File: config.mk
export PLATFORM = sky130hd
export DESIGN_NAME = pipelined_shifter
export DESIGN_NICKNAME = d
export VERILOG_FILES = /design/src/rtl/shifter_pkg.sv /design/src/rtl/shift_level.sv /design/src/rtl/pipelined_shifter.sv
export SDC_FILE = /design/constraint.sdc
export NUM_CORES = 1
export LEC_CHECK = 0
export ABC_CLOCK_PERIOD_IN_PS = 4900
export CAP_MARGIN = 20
export CORE_MARGIN = 1.5
export CORE_UTILIZATION = 40
export DETAILED_ROUTE_END_ITERATION = 10
export GPL_TIMING_DRIVEN = 1
export PLACE_DENSITY_LB_ADDON = 0.12
export SYNTH_ARGS = -nofsm -noshare
export SYNTH_HDL_FRONTEND = slang
export SYNTH_SLANG_ARGS = --single-unit
export TNS_END_PERCENT = 10
File: constraint.sdc
create_clock -name clk -period 4.9 [get_ports clk]
set_input_delay 0.735 -clock clk [delete_from_list [all_inputs] [get_ports clk]]
set_output_delay 0.735 -clock clk [all_outputs]
set_load 0.005 [all_outputs]
File: src/rtl/shifter_pkg.sv
// Shared op encodings for the pipelined barrel shifter.
// Optional flag outputs are enabled with SHIFTER_FLAGS_EN.
package shifter_pkg;

  typedef logic [1:0] shift_op_t;

  localparam shift_op_t OP_SLL = 2'b00;
  localparam shift_op_t OP_SRL = 2'b01;
  localparam shift_op_t OP_SRA = 2'b10;
  localparam shift_op_t OP_ROL = 2'b11;

endpackage

File: src/rtl/shift_level.sv
// One barrel-shifter mux level shifting by a fixed DIST when enabled.
// The carry port exists only when SHIFTER_FLAGS_EN is defined.
module shift_level
  import shifter_pkg::*;
#(
  parameter int WIDTH = 32,
  parameter int DIST  = 1
) (
  input  logic [WIDTH-1:0] data_in,
  input  shift_op_t        op,
  input  logic             en,
  output logic [WIDTH-1:0] data_out
`ifdef SHIFTER_FLAGS_EN
  ,
  output logic             carry
`endif
);

  logic [WIDTH-1:0] shifted;

  always_comb begin
    shifted = data_in;
    unique case (op)
      OP_SLL: shifted = data_in << DIST;
      OP_SRL: shifted = data_in >> DIST;
      OP_SRA: shifted = $signed(data_in) >>> DIST;
      OP_ROL: shifted = {data_in[WIDTH-DIST-1:0],
                         data_in[WIDTH-1:WIDTH-DIST]};
    endcase
  end

  assign data_out = en ? shifted : data_in;

`ifdef SHIFTER_FLAGS_EN
  // Rotate reports the bit that wrapped into bit 0.
  assign carry = (op == OP_SRL || op == OP_SRA) ?
                 data_in[DIST-1] : data_in[WIDTH-DIST];
`endif

endmodule

File: src/rtl/pipelined_shifter.sv
// Pipelined barrel shifter (SLL/SRL/SRA/ROL) with valid/ready and tag.
// Define SHIFTER_FLAGS_EN to add the out_zero/out_carry flag outputs.
module pipelined_shifter
  import shifter_pkg::*;
#(
  parameter  int WIDTH            = 32,
  parameter  int LEVELS_PER_STAGE = 1,
  parameter  int TAG_W            = 4,
  localparam int SHAMT_W = $clog2(WIDTH),
  localparam int NSTAGES =
    (SHAMT_W + LEVELS_PER_STAGE - 1) / LEVELS_PER_STAGE
) (
  input  logic               clk,
  input  logic               rst,
  input  logic               in_valid,
  output logic               in_ready,
  input  shift_op_t          in_op,
  input  logic [WIDTH-1:0]   in_target,
  input  logic [SHAMT_W-1:0] in_shamt,
  input  logic [TAG_W-1:0]   in_tag,
  output logic               out_valid,
  input  logic               out_ready,
  output logic [WIDTH-1:0]   out_result,
  output logic [TAG_W-1:0]   out_tag
`ifdef SHIFTER_FLAGS_EN
  ,
  output logic               out_zero,
  output logic               out_carry
`endif
);

  logic [NSTAGES-1:0] v_q;
  logic [NSTAGES-1:0] src_v;
  logic [NSTAGES-1:0] ld;
  logic [WIDTH-1:0]   d_q     [NSTAGES];
  logic [WIDTH-1:0]   d_nx    [NSTAGES];
  shift_op_t          op_q    [NSTAGES];
  shift_op_t          src_op  [NSTAGES];
  logic [SHAMT_W-1:0] sh_q    [NSTAGES];
  logic [SHAMT_W-1:0] src_sh  [NSTAGES];
  logic [TAG_W-1:0]   tag_q   [NSTAGES];
  logic [TAG_W-1:0]   src_tag [NSTAGES];
`ifdef SHIFTER_FLAGS_EN
  logic [NSTAGES-1:0] c_q;
  logic [NSTAGES-1:0] c_nx;
  logic               z_q;
`endif

  // A stage may load if out_ready or any stage at or after it is empty.
  always_comb begin
    ld = '0;
    for (int k = 0; k < NSTAGES; k++) begin
      ld[k] = out_ready;
      for (int m = k; m < NSTAGES; m++)
        if (!v_q[m]) ld[k] = 1'b1;
    end
  end

  for (genvar s = 0; s < NSTAGES; s++) begin : g_st
    logic [WIDTH-1:0] d [LEVELS_PER_STAGE+1];
`ifdef SHIFTER_FLAGS_EN
    logic c [LEVELS_PER_STAGE+1];
`endif
    if (s == 0) begin : g_in
      assign src_v[s]   = in_valid;
      assign src_op[s]  = in_op;
      assign src_sh[s]  = in_shamt;
      assign src_tag[s] = in_tag;
      assign d[0]       = in_target;
`ifdef SHIFTER_FLAGS_EN
      assign c[0]       = 1'b0;
`endif
    end else begin : g_up
      assign src_v[s]   = v_q[s-1];
      assign src_op[s]  = op_q[s-1];
      assign src_sh[s]  = sh_q[s-1];
      assign src_tag[s] = tag_q[s-1];
      assign d[0]       = d_q[s-1];
`ifdef SHIFTER_FLAGS_EN
      assign c[0]       = c_q[s-1];
`endif
    end
    for (genvar l = 0; l < LEVELS_PER_STAGE; l++) begin : g_lv
      localparam int J = s * LEVELS_PER_STAGE + l;
      if (J < SHAMT_W) begin : g_mux
`ifdef SHIFTER_FLAGS_EN
        logic lc;
`endif
        shift_level #(
          .WIDTH(WIDTH),
          .DIST (1 << J)
        ) u_lvl (
          .data_in (d[l]),
          .op      (src_op[s]),
          .en      (src_sh[s][J]),
          .data_out(d[l+1])
`ifdef SHIFTER_FLAGS_EN
          ,
          .carry   (lc)
`endif
        );
`ifdef SHIFTER_FLAGS_EN
        assign c[l+1] = src_sh[s][J] ? lc : c[l];
`endif
      end else begin : g_pass
        assign d[l+1] = d[l];
`ifdef SHIFTER_FLAGS_EN
        assign c[l+1] = c[l];
`endif
      end
    end
    assign d_nx[s] = d[LEVELS_PER_STAGE];
`ifdef SHIFTER_FLAGS_EN
    assign c_nx[s] = c[LEVELS_PER_STAGE];
`endif
  end

  always_ff @(posedge clk) begin
    if (rst) begin
      v_q <= '0;
      for (int k = 0; k < NSTAGES; k++) begin
        d_q[k]   <= '0;
        op_q[k]  <= OP_SLL;
        sh_q[k]  <= '0;
        tag_q[k] <= '0;
      end
`ifdef SHIFTER_FLAGS_EN
      c_q <= '0;
      z_q <= 1'b1;
`endif
    end else begin
      for (int k = 0; k < NSTAGES; k++) begin
        if (ld[k]) v_q[k] <= src_v[k];
        if (ld[k] && src_v[k]) begin
          d_q[k]   <= d_nx[k];
          op_q[k]  <= src_op[k];
          sh_q[k]  <= src_sh[k];
          tag_q[k] <= src_tag[k];
`ifdef SHIFTER_FLAGS_EN
          c_q[k]   <= c_nx[k];
`endif
        end
      end
`ifdef SHIFTER_FLAGS_EN
      if (ld[NSTAGES-1] && src_v[NSTAGES-1])
        z_q <= (d_nx[NSTAGES-1] == '0);
`endif
    end
  end

  assign in_ready   = ld[0];
  assign out_valid  = v_q[NSTAGES-1];
  assign out_result = d_q[NSTAGES-1];
  assign out_tag    = tag_q[NSTAGES-1];
`ifdef SHIFTER_FLAGS_EN
  assign out_zero   = z_q;
  assign out_carry  = c_q[NSTAGES-1];
`endif

endmodule

Yosys cells after proc, flatten, opt, wreduce, memory -nomap -nowiden. Memories as Yosys holds them, arrays and structs flattened. Index checks and enable logic that the tools add are counted.

Output and inout bits: 38. RAM bits: 215. Bits in registers: 5. Logic and storage cells: 116. Memories kept: 4. Bits of input ports: 47.

Equal/unequal tests: 15. Mux-type cells: 62. Bitwise logic cells: 20. Reduce and logical (&&, ||, !) cells: 10.

Memories: d_q (words 5, bits a word 32, read ports 5, clocked after memory_dff 0, write ports 5, RTL line pipelined_shifter.sv:35) `logic [WIDTH-1:0] d_q [NSTAGES];`; sh_q (words 5, bits a word 5, read ports 4, clocked after memory_dff 0, write ports 5, RTL line pipelined_shifter.sv:39) `logic [SHAMT_W-1:0] sh_q [NSTAGES];`; tag_q (words 5, bits a word 4, read ports 5, clocked after memory_dff 0, write ports 5, RTL line pipelined_shifter.sv:41) `logic [TAG_W-1:0] tag_q [NSTAGES];`; op_q (words 5, bits a word 2, read ports 4, clocked after memory_dff 0, write ports 5, RTL line pipelined_shifter.sv:37) `shift_op_t op_q [NSTAGES];`.

Operators by type and width (number): $pmux 32 s4 (5); $mux 32 (10); $mux 1 (32); $mux 5 (5); $eq 2x2->1 const B (10); $mux 4 (5); $or 1x1->1 (20); $eq 2x1->1 const B (5); $logic_not 2->1 (5); $mux 2 (5); $logic_and 1x1->1 (5).

Depth between registers and ports, before layout. Gate-level depths: netlist of the first run.

Depth in word-level cells: 10. Depth in mapped cells: 7. Mapped depth without buffers: 4.

Modules after synthesis. From an unflattened synthesis of the first run, not the netlist that was laid out.

Cells, all modules: 1343. Area total of the unflattened synthesis: 13016.2 µm².

By module, submodules not included: pipelined_shifter (times used 1, sequential area each 6045.8 µm², area an instance 9018.6 µm², cells an instance 724); shift_level (g_st[4].g_lv[0].g_mux.u_lvl) (times used 1, sequential area each 0.0 µm², area an instance 868.3 µm², cells an instance 130); shift_level (g_st[3].g_lv[0].g_mux.u_lvl) (times used 1, sequential area each 0.0 µm², area an instance 859.6 µm², cells an instance 137); shift_level (g_st[1].g_lv[0].g_mux.u_lvl) (times used 1, sequential area each 0.0 µm², area an instance 784.5 µm², cells an instance 117); shift_level (g_st[2].g_lv[0].g_mux.u_lvl) (times used 1, sequential area each 0.0 µm², area an instance 780.7 µm², cells an instance 123); shift_level (g_st[0].g_lv[0].g_mux.u_lvl) (times used 1, sequential area each 0.0 µm², area an instance 704.4 µm², cells an instance 112).

Worst setup path before layout of the first run. Ideal clock, no wire load.

Path type: input to register. Start: input out_ready. End: memory d_q[3][4], in the netlist d_q[0][100], enable pin. Setup time: 0.444 ns. Setup slack: 1.568 ns. Required time: 4.456 ns. Path buffers: 1. Arrival: 2.888 ns. Cell stages on the path: 3. Cell sequence: and3b_1 > buf_2 > o21bai_1.

RTL lines: start: declaration (RTL line pipelined_shifter.sv:22) `input logic out_ready,`; end: declaration (RTL line pipelined_shifter.sv:35).

Worst setup path after layout of the first run.
Start: input out_ready. End: output in_ready.

Word-level cells in the longest chain between the ends: 5.

RTL lines: $mux 1 (5 in a row) (RTL line pipelined_shifter.sv:55) `if (!v_q[m]) ld[k] = 1'b1;`; end: declaration (RTL line pipelined_shifter.sv:16) `output logic in_ready,`.

No other way between the ends.

==> metrics, run 1 <==
status completed; die height 168 um; Port Buf Inserts 84; Clock power frac 38.4%; H-Tree Depth 1; # placed instances between 1000 and 1500; count of cell types in the netlist 38; Total Wirelength a little over 20 mm; Syn Std Cell Area 10900 um2; clk sink count 203; Tmin final 2.96 ns; logic gate share of total power 14.5%; top cells by area, synth edfxtp_1 55%, a211oi_1 9.4%, mux2i_1 8.8%; CP delay by family, top buffers and inverters; power per cell area between 300 and 400 nW/um2; number of global-route vias before repair 6205; CP max FO 6; Nets approximately 1000; Starting Density 40.6%; worst slew pin tran roughly 0.85 ns; clk_lat worst skew around 0.5 ns; Post-CTS Hold Buffers 0; final hold viol count 0; Seq pwr share a little under half; clk slew on worst S/H paths ~0.06 ns; CP Cell Sequence clkdlybuf4s50_1, and3b_1, nand4_4, clkdlybuf4s50_1; syn_area_per_cell ~12 um2; first-pass GRT wire length between 30 and 40 mm; clock buffer count from CTS 23; Startpoint Class input pin; leak pwr between 4 and 5 nW; Clock Tree Root clkbuf_16; CP Capture Type output port; Area growth syn-to-layout 14.8%; Synth Area in Compound Gates 16.1%; main combinational cell family by area after synthesis compound AO/OA/AOI/OAI gates; max incr delay on CP about 0.48 ns; DR vias/cell ~5.3; leading area contributor after synthesis edfxtp_1; Post-CTS Setup Inserts 0; # IOs 85; All-Layer GR Usage about 15%; net count after synthesis 992; ANT nets after route 0; XOR/XNOR share of the synthesized area 0.714%; pre-CTS WS approximately 1.8 ns; mux cell area share after synthesis around a tenth; period utilization between 60% and 70%; Pwr Total approximately 4.8 mW; async set-reset flop share out of synthesis 0%; kind of critical path in2out; initial antenna violation count 0; most frequent cells after synthesis 198 x edfxtp_1, 164 x nor2_1, 136 x a211oi_1; std cell rows 60; worst path bufs/invs 2; Setup WS post-layout 1.94 ns; VDD IR max about 0.00022 V; drt drc 0; adder-cell share of the synthesized area 0%; sequential area share after synthesis 55.6%; die width ~170 um; share of post-route cells with drive strength above 1 between 8 and 9%; Syn. warnings 0; skew final 0.0130 ns; # setup viols final 0; Slowest-stage cell, CP clkdlybuf4s50_1; Psw ~1.2 mW; most used cell, CP clkdlybuf4s50_1; WL per Instance approximately 16 um; Slew Limit Fails 0; register bit total from synthesis slightly above 200; Post-synth EDFFs ~200; Inserted Diodes 0; Slew headroom 43.5%; clock buffer depth 3; Resized Gates After CTS 0; setup_tns 0 ns; Syn Inst Count 945; CORE AREA 26800 um2; vias 6889; pin count of the biggest net entering global routing about 200; most used flip-flop cell after synthesis edfxtp_1; fin cells about 1300; max frequency roughly 0.34 GHz; RSZ-0062 raised after global routing false; 1st-iter DRT viols about 400; CTS tree built; P_int between 3 and 4 mW; gp weighted congestion approximately 0.76; switching part of the total power 24.7%; WP data arrival between 2 and 2.5 ns; critical path required time around 4.2 ns; GRT Residual Overflow 0; count leader, synth edfxtp_1; die area around 28000 um2; Synth Area in Simple Gates a little over a tenth; Max-cap violations 0; TritonRoute pass-1 iters 4; DP HPWL 13.8 mm; Hold Path Class reg2reg; top cell type's share of synthesized area 54.7%
[sequential cells by signal, indices dropped and copies added, names as in the netlist]
register,flops
d_q,160
v_q,5
op_q,8
sh_q,10
tag_q,20
[worst reg2reg max path, cell delays in order, from the launching register on]
cell,delay [ns]
dfxtp_1,0.40
and3b_1,0.39
nand4_4,0.18
a2bb2oi_4,0.18
buf_12,0.60
a211oi_1,0.27
[worst paths after layout]
path                       startpoint                        to  slack, ns  depth (start not counted)
setup / recovery            out_ready                  in_ready       1.94                          4
hold / removal    v_q[3]$_SDFFE_PP0N_       v_q[4]$_SDFFE_PP0N_       0.51                          2
setup reg to reg  v_q[3]$_SDFFE_PP0N_  d_q[0][88]$_SDFFCE_PN0P_       2.60                          5
hold reg to reg   v_q[3]$_SDFFE_PP0N_       v_q[4]$_SDFFE_PP0N_       0.51                          2
[routing by layer]
metal | part of all wire (%) | up-vias | GRT usage, % | wire, um
met4 | 2.4 | 0 | 4.15 | 483
met3 | 3.3 | 28 | 2.05 | 669
li1 | - | 3531 | - | -
met5 | 0 | - | 0 | 0
met2 | 49 | 134 | 25.5 | 10100
met1 | 45 | 3196 | 18.9 | 9270
[kinds of logic after synthesis]
group | count (synthesis)
compound gates | 248
flops | 203
simple gates | 256
buf+inv | 122
mux | 111
xor+xnor | 5
[placed cells by master (no fill, tap or decap), types with 6 or more instances in the layout]
master,instances
nor2_1,164
nand2b_1,14
a22oi_1,25
edfxtp_1,198
a21oi_1,43
clkdlybuf4s50_1,83
clkbuf_16,23
o21ai_0,6
buf_4,13
nor2b_1,63
a211oi_1,136
inv_1,6
mux2i_1,96
a21o_1,15
mux2_2,15
a31oi_1,16
[stage by stage]
stage	util, %	cell area (um2)	hold WS, ns
after floorplan	-	10900	0.470
after global placement	43.4	11600	0.495
after detailed placement	43.5	11600	0.509
after CTS	46.5	12500	0.517
after global routing	46.6	12500	0.551
final	46.6	12500	0.511
[power groups by stage]
stage          Clock [mW]  Sequential [mW]  Combinational (mW)
2_1_floorplan           0             2.21               0.571
3_3_place_gp            0             2.29               0.684
3_5_place_dp            0             2.29               0.698
4_1_cts              1.88             2.25               0.700
5_1_grt              1.95             2.27               0.771
6_report             1.83             2.25               0.690
[cell type report]
class / count / area [um2]
fill: 2462 / 14300
clock buffer: 31 / 656
multi-input combinational: 620 / 4170
timing repair buffer: 100 / 1000
sequential: 203 / 6050
clock inverter: 10 / 163
tap: 341 / 427
inverter: 6 / 22.5
Note: power is estimated with default switching activity, not from simulation.
==> run 2, diff against run 1 <==
- ABC_CLOCK_PERIOD_IN_PS: 4900 -> 2830
- clock period: 4.9 -> 2.83 ns (I/O delays scaled with it)
==> metrics, run 2 (same netlist as run 1, synthesis figures left out) <==
status completed; worst path bufs/invs 1; final hold viol count 0; drt drc 0; pin count of the biggest net entering global routing 66; clk slew on worst S/H paths around 0.060 ns; Hold Path Class reg2reg; Resized Gates After CTS 0; # setup viols final 0; Finished Core Util between 40% and 50%; CP Cell Sequence and3b_1, nand4_4, clkdlybuf4s50_1; WP data arrival 1.94 ns; max incr delay on CP between 0.4 and 0.5 ns; number of global-route vias before repair 6538; die area ~28000 um2; TritonRoute pass-1 iters 6; share of post-route cells with drive strength above 1 a little under a tenth; clk sink count roughly 200; initial antenna violation count 0; first-pass GRT wire length roughly 34 mm; DR vias/cell between 5 and 6; CTS tree built; DP HPWL between 10 and 15 mm; VDD IR max ~0.00043 V; WL per Instance between 15 and 20 um; Hold Slack about 0.51 ns; skew final between 0.01 and 0.015 ns; kind of critical path reg2out; clock buffer count from CTS 23; Tmin final about 2.4 ns; Slew headroom ~47%; Inserted Diodes 0; Slowest-stage cell, CP clkdlybuf4s50_1; Post-CTS Hold Buffers 0; die height ~170 um; max frequency about 0.42 GHz; Max-cap violations 0; vias slightly below 7000; Starting Density about two fifths; Post-CTS Setup Inserts 0; gp weighted congestion about 0.78; Slew Limit Fails 0; period utilization about 84%; commonest non-fill, non-tap cell in the layout edfxtp_1; critical path required time 2.41 ns; Pwr Total 7.91 mW; CORE AREA between 20000 and 30000 um2; commonest non-fill, non-tap cells in the layout 198 x edfxtp_1, 164 x nor2_1, 136 x a211oi_1; std cell rows 60; Nets between 1000 and 1500; CP max FO 6; die width approximately 170 um; worst slew pin tran ~0.78 ns; 1st-iter DRT viols between 300 and 400; All-Layer GR Usage 15.0%; largest registers d_q x160, tag_q x20, sh_q x10; clk_lat worst skew roughly 0.51 ns; Total Wirelength 21.0 mm; Port Buf Inserts between 80 and 90; max reg flops 160; setup_tns 0 ns; power per cell area roughly 630 nW/um2; RSZ-0062 raised after global routing false; Startpoint Class flop; Clock Tree Root clkbuf_16; Area growth syn-to-layout 15.4%; GRT Residual Overflow 0; clock buffer depth 3; H-Tree Depth 1; CP delay by family, top simple AND/OR/NAND/NOR gates; CP Capture Type output port; ANT nets after route 0; # IOs between 80 and 90; leak pwr between 4 and 5 nW; Largest Register d_q
[run 2: cell count changes in the layout (fill, tap and decap cells not counted)]
cell	previous run	this run
buf_4	13	22
clkinv_2	2	9
buf_12	2	8
bufinv_16	4	1
clkbuf_8	5	2
clkinv_4	2	0
buf_16	1	0
clkbuf_1	3	4
clkinv_1	0	1
clkinvlp_4	2	1
inv_6	0	1
[run 2: where the power goes]
part / total, mW / internal (mW) / leakage [nW] / switching [mW]
Sequential: 3.88 / 3.65 / 2.12 / 0.234
Combinational: 1.25 / 0.602 / 2.14 / 0.645
Clock: 2.78 / 1.64 / 0.358 / 1.14
Total: 7.91 / 5.89 / 4.62 / 2.02
[run 2: worst reg2reg max path, stage by stage, from the launching register on]
cell,delay [ns]
edfxtp_1,0.55
xnor2_2,0.68
buf_4,0.33
mux2i_1,0.23
a211oi_1,0.10
[run 2: worst paths after layout]
kind / startpoint / to / slack [ns] / depth (start not counted)
max: v_q[3]$_SDFFE_PP0N_ / in_ready / 0.46 / 3
min: v_q[3]$_SDFFE_PP0N_ / v_q[4]$_SDFFE_PP0N_ / 0.51 / 2
max reg2reg: op_q[0][4]$_SDFFCE_PN0P_ / d_q[0][114]$_SDFFCE_PN0P_ / 0.65 / 4
min reg2reg: v_q[3]$_SDFFE_PP0N_ / v_q[4]$_SDFFE_PP0N_ / 0.51 / 2
[run 2: through the flow]
step | cells | cell area, um2 | setup slack (ns)
after floorplan | 945 | 10900 | 0.640
after global placement | 1284 | 11800 | 0.348
after detailed placement | 1284 | 11800 | 0.323
after CTS | 1326 | 12500 | 0.417
after global routing | 1326 | 12500 | 0.348
final | 1326 | 12500 | 0.464
[run 2: final cells by class]
cell class | instances | area [um2]
Clock inverter | 13 | 95.1
Multi-Input combinational cell | 620 | 4170
Timing Repair Buffer | 114 | 1160
Fill cell | 2482 | 14300
Clock buffer | 29 | 618
Sequential cell | 203 | 6050
Tap cell | 341 | 427
Inverter | 6 | 22.5
[run 2: routing by layer]
| metal | up-vias | wire (um) | GRT usage (%) |
|---|---|---|---|
| met5 | - | 0 | 0 |
| met4 | 0 | 224 | 3.49 |
| met3 | 17 | 641 | 2.35 |
| met2 | 115 | 10600 | 27.0 |
| met1 | 3184 | 9540 | 18.9 |
| li1 | 3570 | - | - |
